### config.mk
export PLATFORM = sky130hd
export DESIGN_NAME = serial_sub_ctrl_flat
export DESIGN_NICKNAME = d
export VERILOG_FILES = /design/src/rtl/serial_sub_ctrl_if.sv /design/src/rtl/serial_sub_ctrl.sv /design/src/flat_wrapper.sv
export SDC_FILE = /design/constraint.sdc
export NUM_CORES = 1
export LEC_CHECK = 0
export CELL_PAD_IN_SITES_DETAIL_PLACEMENT = 0
export CELL_PAD_IN_SITES_GLOBAL_PLACEMENT = 2
export CORE_MARGIN = 4
export CORE_UTILIZATION = 29
export CTS_CLUSTER_SIZE = 16
export DETAILED_ROUTE_END_ITERATION = 10
export GPL_TIMING_DRIVEN = 0
export PLACE_DENSITY = 0.77
export SYNTH_ARGS = -nofsm -noshare
export SYNTH_HDL_FRONTEND = slang
export SYNTH_SLANG_ARGS = --single-unit
export TNS_END_PERCENT = 100
### constraint.sdc
create_clock -name clk -period 1.4 [get_ports clk]
set_input_delay 0.35 -clock clk [delete_from_list [all_inputs] [get_ports clk]]
set_output_delay 0.35 -clock clk [all_outputs]
set_load 0.05 [all_outputs]
### src/rtl/serial_sub_ctrl_if.sv
// Operand/result handshake bundle for the bit-serial subtractor.
// master = producer/consumer side, slave = the sequencer itself.
interface serial_sub_ctrl_if #(
    parameter int WIDTH = 8
);
    logic             in_valid;
    logic             in_ready;
    logic [WIDTH-1:0] a;
    logic [WIDTH-1:0] b;
    logic             bin;
    logic             out_valid;
    logic             out_ready;
    logic [WIDTH-1:0] diff;
    logic             borrow_out;
    logic             busy;

    modport master (
        output in_valid, a, b, bin, out_ready,
        input  in_ready, out_valid, diff, borrow_out, busy
    );

    modport slave (
        input  in_valid, a, b, bin, out_ready,
        output in_ready, out_valid, diff, borrow_out, busy
    );
endinterface

### src/rtl/serial_sub_ctrl.sv
// Bit-serial a - b - bin through one full-subtractor cell, LSB first; result valid WIDTH cycles after accept.
// Result is held in DONE until out_ready; operands are refused (in_ready low) outside IDLE.
module serial_sub_ctrl #(
    parameter int WIDTH = 8
) (
    input  logic            clk,
    input  logic            rst,
    serial_sub_ctrl_if.slave bus
);
    localparam int CW = (WIDTH > 1) ? $clog2(WIDTH) : 1;
    localparam logic [CW-1:0] LAST = CW'(WIDTH - 1);

    typedef enum logic [1:0] {
        IDLE = 2'd0,
        RUN  = 2'd1,
        DONE = 2'd2
    } state_t;

    state_t           state;
    state_t           state_nxt;
    logic [WIDTH-1:0] sa;
    logic [WIDTH-1:0] sb;
    logic [WIDTH-1:0] sd;
    logic [WIDTH-1:0] diff_q;
    logic             br;
    logic             bout_q;
    logic [CW-1:0]    cnt;
    logic             accept;
    logic             last_bit;
    logic             in_ready;
    logic             out_valid;
    logic             busy;
    logic             d;
    logic             br_nxt;

    assign d        = sa[0] ^ sb[0] ^ br;
    assign br_nxt   = (~sa[0] & sb[0]) | (~(sa[0] ^ sb[0]) & br);
    assign last_bit = (cnt == LAST);

    always_ff @(posedge clk) begin
        if (rst) begin
            state <= IDLE;
        end else begin
            state <= state_nxt;
        end
    end

    always_comb begin
        state_nxt = state;
        in_ready  = 1'b0;
        out_valid = 1'b0;
        busy      = 1'b0;
        accept    = 1'b0;
        case (state)
            IDLE: begin
                in_ready = ~rst;
                accept   = bus.in_valid & ~rst;
                if (accept) state_nxt = RUN;
            end
            RUN: begin
                busy = 1'b1;
                if (last_bit) state_nxt = DONE;
            end
            DONE: begin
                busy      = 1'b1;
                out_valid = 1'b1;
                if (bus.out_ready) state_nxt = IDLE;
            end
            default: state_nxt = IDLE;
        endcase
    end

    always_ff @(posedge clk) begin
        if (rst) begin
            sa     <= '0;
            sb     <= '0;
            sd     <= '0;
            br     <= 1'b0;
            cnt    <= '0;
            diff_q <= '0;
            bout_q <= 1'b0;
        end else if (accept) begin
            sa  <= bus.a;
            sb  <= bus.b;
            br  <= bus.bin;
            cnt <= '0;
        end else if (state == RUN) begin
            sa <= {1'b0, sa[WIDTH-1:1]};
            sb <= {1'b0, sb[WIDTH-1:1]};
            sd <= {d, sd[WIDTH-1:1]};
            br <= br_nxt;
            // Hold the counter on the final bit so it never wraps mid-operation.
            if (last_bit) begin
                diff_q <= {d, sd[WIDTH-1:1]};
                bout_q <= br_nxt;
            end else begin
                cnt <= cnt + CW'(1);
            end
        end
    end

    assign bus.in_ready   = in_ready;
    assign bus.out_valid  = out_valid;
    assign bus.busy       = busy;
    assign bus.diff       = diff_q;
    assign bus.borrow_out = bout_q;
endmodule

### src/flat_wrapper.sv
// flat-port wrapper written by rule: the top's interface ports become plain ports
module serial_sub_ctrl_flat 
#(
    parameter int WIDTH = 8
)
  (clk, rst, bus_in_valid, bus_a, bus_b, bus_bin, bus_out_ready, bus_in_ready, bus_out_valid, bus_diff, bus_borrow_out, bus_busy);
  serial_sub_ctrl_if #(.WIDTH(WIDTH)) bus_i ();
  input  logic clk;
  input  logic rst;
  input wire logic [$bits(bus_i.in_valid)-1:0] bus_in_valid;
  input wire logic [$bits(bus_i.a)-1:0] bus_a;
  input wire logic [$bits(bus_i.b)-1:0] bus_b;
  input wire logic [$bits(bus_i.bin)-1:0] bus_bin;
  input wire logic [$bits(bus_i.out_ready)-1:0] bus_out_ready;
  output wire logic [$bits(bus_i.in_ready)-1:0] bus_in_ready;
  output wire logic [$bits(bus_i.out_valid)-1:0] bus_out_valid;
  output wire logic [$bits(bus_i.diff)-1:0] bus_diff;
  output wire logic [$bits(bus_i.borrow_out)-1:0] bus_borrow_out;
  output wire logic [$bits(bus_i.busy)-1:0] bus_busy;
  assign bus_i.in_valid = bus_in_valid;
  assign bus_i.a = bus_a;
  assign bus_i.b = bus_b;
  assign bus_i.bin = bus_bin;
  assign bus_i.out_ready = bus_out_ready;
  assign bus_in_ready = bus_i.in_ready;
  assign bus_out_valid = bus_i.out_valid;
  assign bus_diff = bus_i.diff;
  assign bus_borrow_out = bus_i.borrow_out;
  assign bus_busy = bus_i.busy;
  serial_sub_ctrl #(.WIDTH(WIDTH)) u_core (.clk(clk), .rst(rst), .bus(bus_i));
endmodule
## After elaboration in Yosys (flattened, before gate mapping)

Index checks and enable logic that the tools add are counted.

- Logic and storage cells: 48
- Flip-flop bits (word level): 39
- Bits of input ports: 21
- Output and inout bits: 12

- Bitwise operators: 11
- Add/subtract/negate cells: 1
- Multiplexer cells: 14
- Reductions and logical operators: 8
- Equal/unequal tests: 6

Operators by type and width:

| cell | count |
|---|---|
| 2-to-1 mux 8 bit | 4 |
| 2-to-1 mux 1 bit | 6 |
| 2-to-1 mux 2 bit | 3 |
| one-hot mux 2 bit (3 select lines) | 1 |
| AND reduction 3 bit | 2 |
| NOT 1 bit | 5 |
| inequality test 2 x 1 -> 1 bit, second input constant | 2 |
| AND reduction 2 bit | 2 |
| OR reduction 2 bit | 2 |
| adder 3 x 1 -> 3 bit, second input constant | 1 |
| AND 1 bit | 3 |
| equality test 3 bit, second input constant | 1 |
| equality test 2 x 1 -> 1 bit, second input constant | 1 |
| equality test 2 bit, second input constant | 1 |
| logical NOT 2 bit | 1 |
| inequality test 2 bit, second input constant | 1 |
| nonzero test 2 bit | 1 |
| bitwise XOR 1 bit | 2 |
| bitwise OR 1 bit | 1 |

## Depth between registers and ports, before layout

- Depth after elaboration: 6
- Gate-level depth with buffers: 7
- Depth with buffers taken out: 5

## Worst setup path after synthesis

No wires, ideal clock.

- Kind: reg2out
- Start: register u_core.state[0]
- End: output bus_in_ready
- Stages on the path, launching flop included: 4
- Path buffers: 0
- Arrival time: 1.384 ns
- Required time: 1.050 ns
- Slack: -0.334 ns
- Cell sequence: dfxtp_1 inv_1 ha_1 nor2b_1

- Cells in the longest elaborated chain, start to end: 2

Ends and longest elaborated chain:

| item | line | text |
|---|---|---|
| start: declaration | serial_sub_ctrl.sv:19 | `state_t state;` |
| start signal: assignment | serial_sub_ctrl.sv:44 | `state <= state_nxt;` |
| logical NOT 2 bit | serial_sub_ctrl.sv:54 | `case (state)` |
| 2-to-1 mux 1 bit | serial_sub_ctrl.sv:54 |  |
| end: declaration | flat_wrapper.sv:15 | `output wire logic [$bits(bus_i.in_ready)-1:0] bus_in_ready;` |

No other way between the ends.

## Worst setup path in the final report

- Start: register u_core.state[1]
- End: output bus_in_ready

The elaborated chain is that of the path after synthesis.

==> flow_metrics.env <==
export IMPL_crit_path_start_kind="flip-flop"
export IMPL_cellPowerDensity_mw_per_mm2=1513
export IMPL_critPathKind="flip-flop to primary output"
export IMPL_firstDrtPassIters=2
export IMPL_die_height_um=86.03
export IMPL_start_util_pct=29.82
export IMPL_crit_fanout=3
export IMPL_synth_area_mm2=0.001765
export IMPL_fillers=621
export IMPL_pre_cts_slack_ps=-970.0
export IMPL_synth_top_area_cell="dfxtp_1"
export IMPL_synth_top_area_share_pct=43.09
export IMPL_yosysMostFrequentCell="dfxtp_1"
export IMPL_antennaDiodeCount=0
export IMPL_area_growth_pct=37.49
export IMPL_grt_pass1_wl_um=6085
export IMPL_vias=1282
export IMPL_mappedNetlistNets=202
export IMPL_cp_slowest_cell="dfxtp_2"
export IMPL_fin_skew_ps=6.622
export IMPL_pwr_share_comb_pct=42.0
export IMPL_clockPowerShare_pct=21.1
export IMPL_cts_num_sinks=38
export IMPL_clk_pin_slew_ps=70
export IMPL_swShare_pct=33.12
export IMPL_synth_edf_count=0
export IMPL_violations="negative setup slack"
export IMPL_worst_hold_slack_ps=455.5
export IMPL_fmax_mhz=683.6
export IMPL_clk_path_buf_depth=2
export IMPL_routed_wl_um=3568
export IMPL_final_antenna_net_count=0
export IMPL_hpwl_um=2555
export IMPL_core_mm2=0.005921
export IMPL_cp_required_ps=1050
export IMPL_grt_max_degree=12
export IMPL_place_congestion=0.7227
export IMPL_p_seq_share_pct=36.9
export IMPL_die_x_um=86.03
export IMPL_p_leak_uw=0.0008957
export IMPL_buffer_ports_inserted=32
export IMPL_worstMarginPinSlew_ps=300.3
export IMPL_wl_per_cell_um=12.14
export IMPL_syn_area_per_cell_um2=10.15
export IMPL_synth_common_cells="38 x dfxtp_1, 25 x mux2i_1, 21 x nand2_1, 21 x nor2_1, 14 x a211oi_2"
export IMPL_ir_drop_mv=0.4110
export IMPL_cts_tree="done"
export IMPL_power_uw=3673
export IMPL_worstPathArrival_ps=1110
export IMPL_reg2regPathDepth=5
export IMPL_hold_path_class="flip-flop to flip-flop"
export IMPL_syn_inst=174
export IMPL_critPathTopFamily="flip-flops"
export IMPL_period_share_pct=104.5
export IMPL_intPower_uw=2457
export IMPL_r2r_start="u_core.cnt[0]"
export IMPL_antenna_found_initial=0
export IMPL_grt_pass1_vias=1353
export IMPL_synth_seq_cells=38
export IMPL_ctsHoldBuffers=0
export IMPL_critPathBufInv=2
export IMPL_setup_viol=3
export IMPL_gr_total_overflow=0
export IMPL_yosys_warnings=0
export IMPL_final_nets=246
export IMPL_clkLatencyLatePin_ps=290
export IMPL_setup_tns_ps=-128.6
export IMPL_crit_chain="inv_4 -> ha_4 -> nor2b_4 -> buf_8"
export IMPL_ys_flop_type="dfxtp_1"
export IMPL_numCtsBuffers=5
export IMPL_ios=33
export IMPL_dpl_cell_count=281
export IMPL_critPathMaxStageDelay_ps=360
export IMPL_hp_start="u_core.bus.diff[3]"
export IMPL_htreeDepth=2
export IMPL_cts_root_buf="clkbuf_8"
export IMPL_rsz0062_at_grt="true"
export IMPL_core_rowCount=28
export IMPL_setup_slack_ps=-62.79
export IMPL_ys_seq_area_share_pct=43.09
export IMPL_multiInputGateArea_um2=948.4
export IMPL_post_drt_via_cell_ratio=4.361
export IMPL_drc=0
export IMPL_drive_above_1_share_pct=30.59
export IMPL_drt_initial_drc_count=43
export IMPL_dieArea_mm2=0.007400
export IMPL_synthTopCellsByArea="dfxtp_1 43%, mux2i_1 14%, a211oi_2 9.9%, nand2_1 4.5%, nor2_1 4.5%"
export IMPL_status="finished with violations"
export IMPL_regArea_um2=765.7
export IMPL_min_period_ps=1463
export IMPL_final_cells=294
export IMPL_r2r_slack_ps=40
export IMPL_hold_viol_final=0
export IMPL_whs_path_depth=2
export IMPL_grt_use_total_pct=10.51
export IMPL_worst_r2r_endpoint="u_core.state[1]"
export IMPL_endpoint_kind="primary output"
export IMPL_whs_endpoint="u_core.bus.diff[3]"
export IMPL_slew_headroom_pct=79.98
export IMPL_slew_viol_final=0
export IMPL_max_cap_violations=0
export IMPL_switchingPower_uw=1216
export IMPL_async_flop_share_pct=0
export IMPL_ys_types=26
-- layer usage --
metal  global-route usage, %  wire length [um]
met1                   11.78              1692
met2                   17.87              1640
met3                   3.650               165
met4                   4.748                70
met5                       0                 0
-- cell families (layout without fill, tap and decap cells) --
kind of cell	Yosys count	in the layout	share of synthesized area [%]
simple gates	57	57	15.45
flops	38	38	43.09
compound gates	28	28	14.74
mux	25	25	14.17
buf+inv	18	63	6.662
fa+ha+maj	7	7	5.386
xor+xnor	1	1	0.4962
-- flip-flops by register name, indices dropped and copies added, names as in the netlist --
register               flops
u_core.state               2
u_core.sa                  8
u_core.sd                  7
u_core.sb                  8
u_core.bus.borrow_out      1
u_core.br                  1
u_core.bus.diff            8
u_core.cnt                 3
-- worst max-delay path by stage --
stage / cells after the start / to / slack, ps / from
5_1_grt: 4 / bus_in_ready / -120 / u_core.state[1]
3_3_place_gp: 4 / bus_in_ready / -980 / rst
4_1_cts: 4 / bus_in_ready / -80 / u_core.state[0]
2_1_floorplan: 3 / bus_in_ready / 50 / u_core.state[0]
3_5_place_dp: 4 / bus_in_ready / -970 / rst
6_report: 4 / bus_in_ready / -60 / u_core.state[1]
-- worst register-to-register path: stages (launching register included) --
cell	delay, ps
dfxtp_2	360
ha_4	140
ha_4	120
and2b_4	210
a221oi_4	240
mux2i_1	220
-- power groups by stage --
stage	logic [uW]	registers, uW	clock network [uW]
floorplan	1060	1330	0
global placement	1310	1350	0
detailed placement	1320	1360	0
CTS	1470	1350	806
global route	1680	1370	857
finish	1540	1350	776
-- area by class of cell --
cell class                      instances  share of cell area [%]
Multi-Input combinational cell        118                   39.07
Sequential cell                        38                   31.55
Timing Repair Buffer                   37                   16.03
Buffer                                 12                   4.588
Tap cell                               75                   3.866
Clock buffer                            7                   3.557
Inverter                                6                   1.134
Clock inverter                          1                  0.2062
-- cell usage in the layout, fill, tap and decap left out, types with 5 or more instances in the layout --
master,netlist,layout
buf_2,6,5
nor2_1,21,21
nand2_1,21,20
buf_6,2,5
clkdlybuf4s15_2,0,8
a21oi_1,11,11
buf_4,3,5
clkbuf_8,0,6
clkdlybuf4s50_1,0,19
a211oi_2,14,14
mux2i_1,25,25
dfxtp_1,38,34
-- through the flow --
| stage | cell area, um^2 | utilization [%] |
|---|---|---|
| floorplan | 1775 | - |
| global placement | 2190 | 36.98 |
| detailed placement | 2190 | 36.98 |
| CTS | 2387 | 40.32 |
| global route | 2427 | 41.00 |
| finish | 2427 | 41.00 |
-- repair_timing --
action | CTS | global route
pin swaps | 1 | 0
hold endpoints to repair | 0 | 0
setup buffers | 3 | 2
endpoints found under the setup margin | 34 | 25
gates resized for setup | 67 | 8
Note: power is estimated with default switching activity, not from simulation.
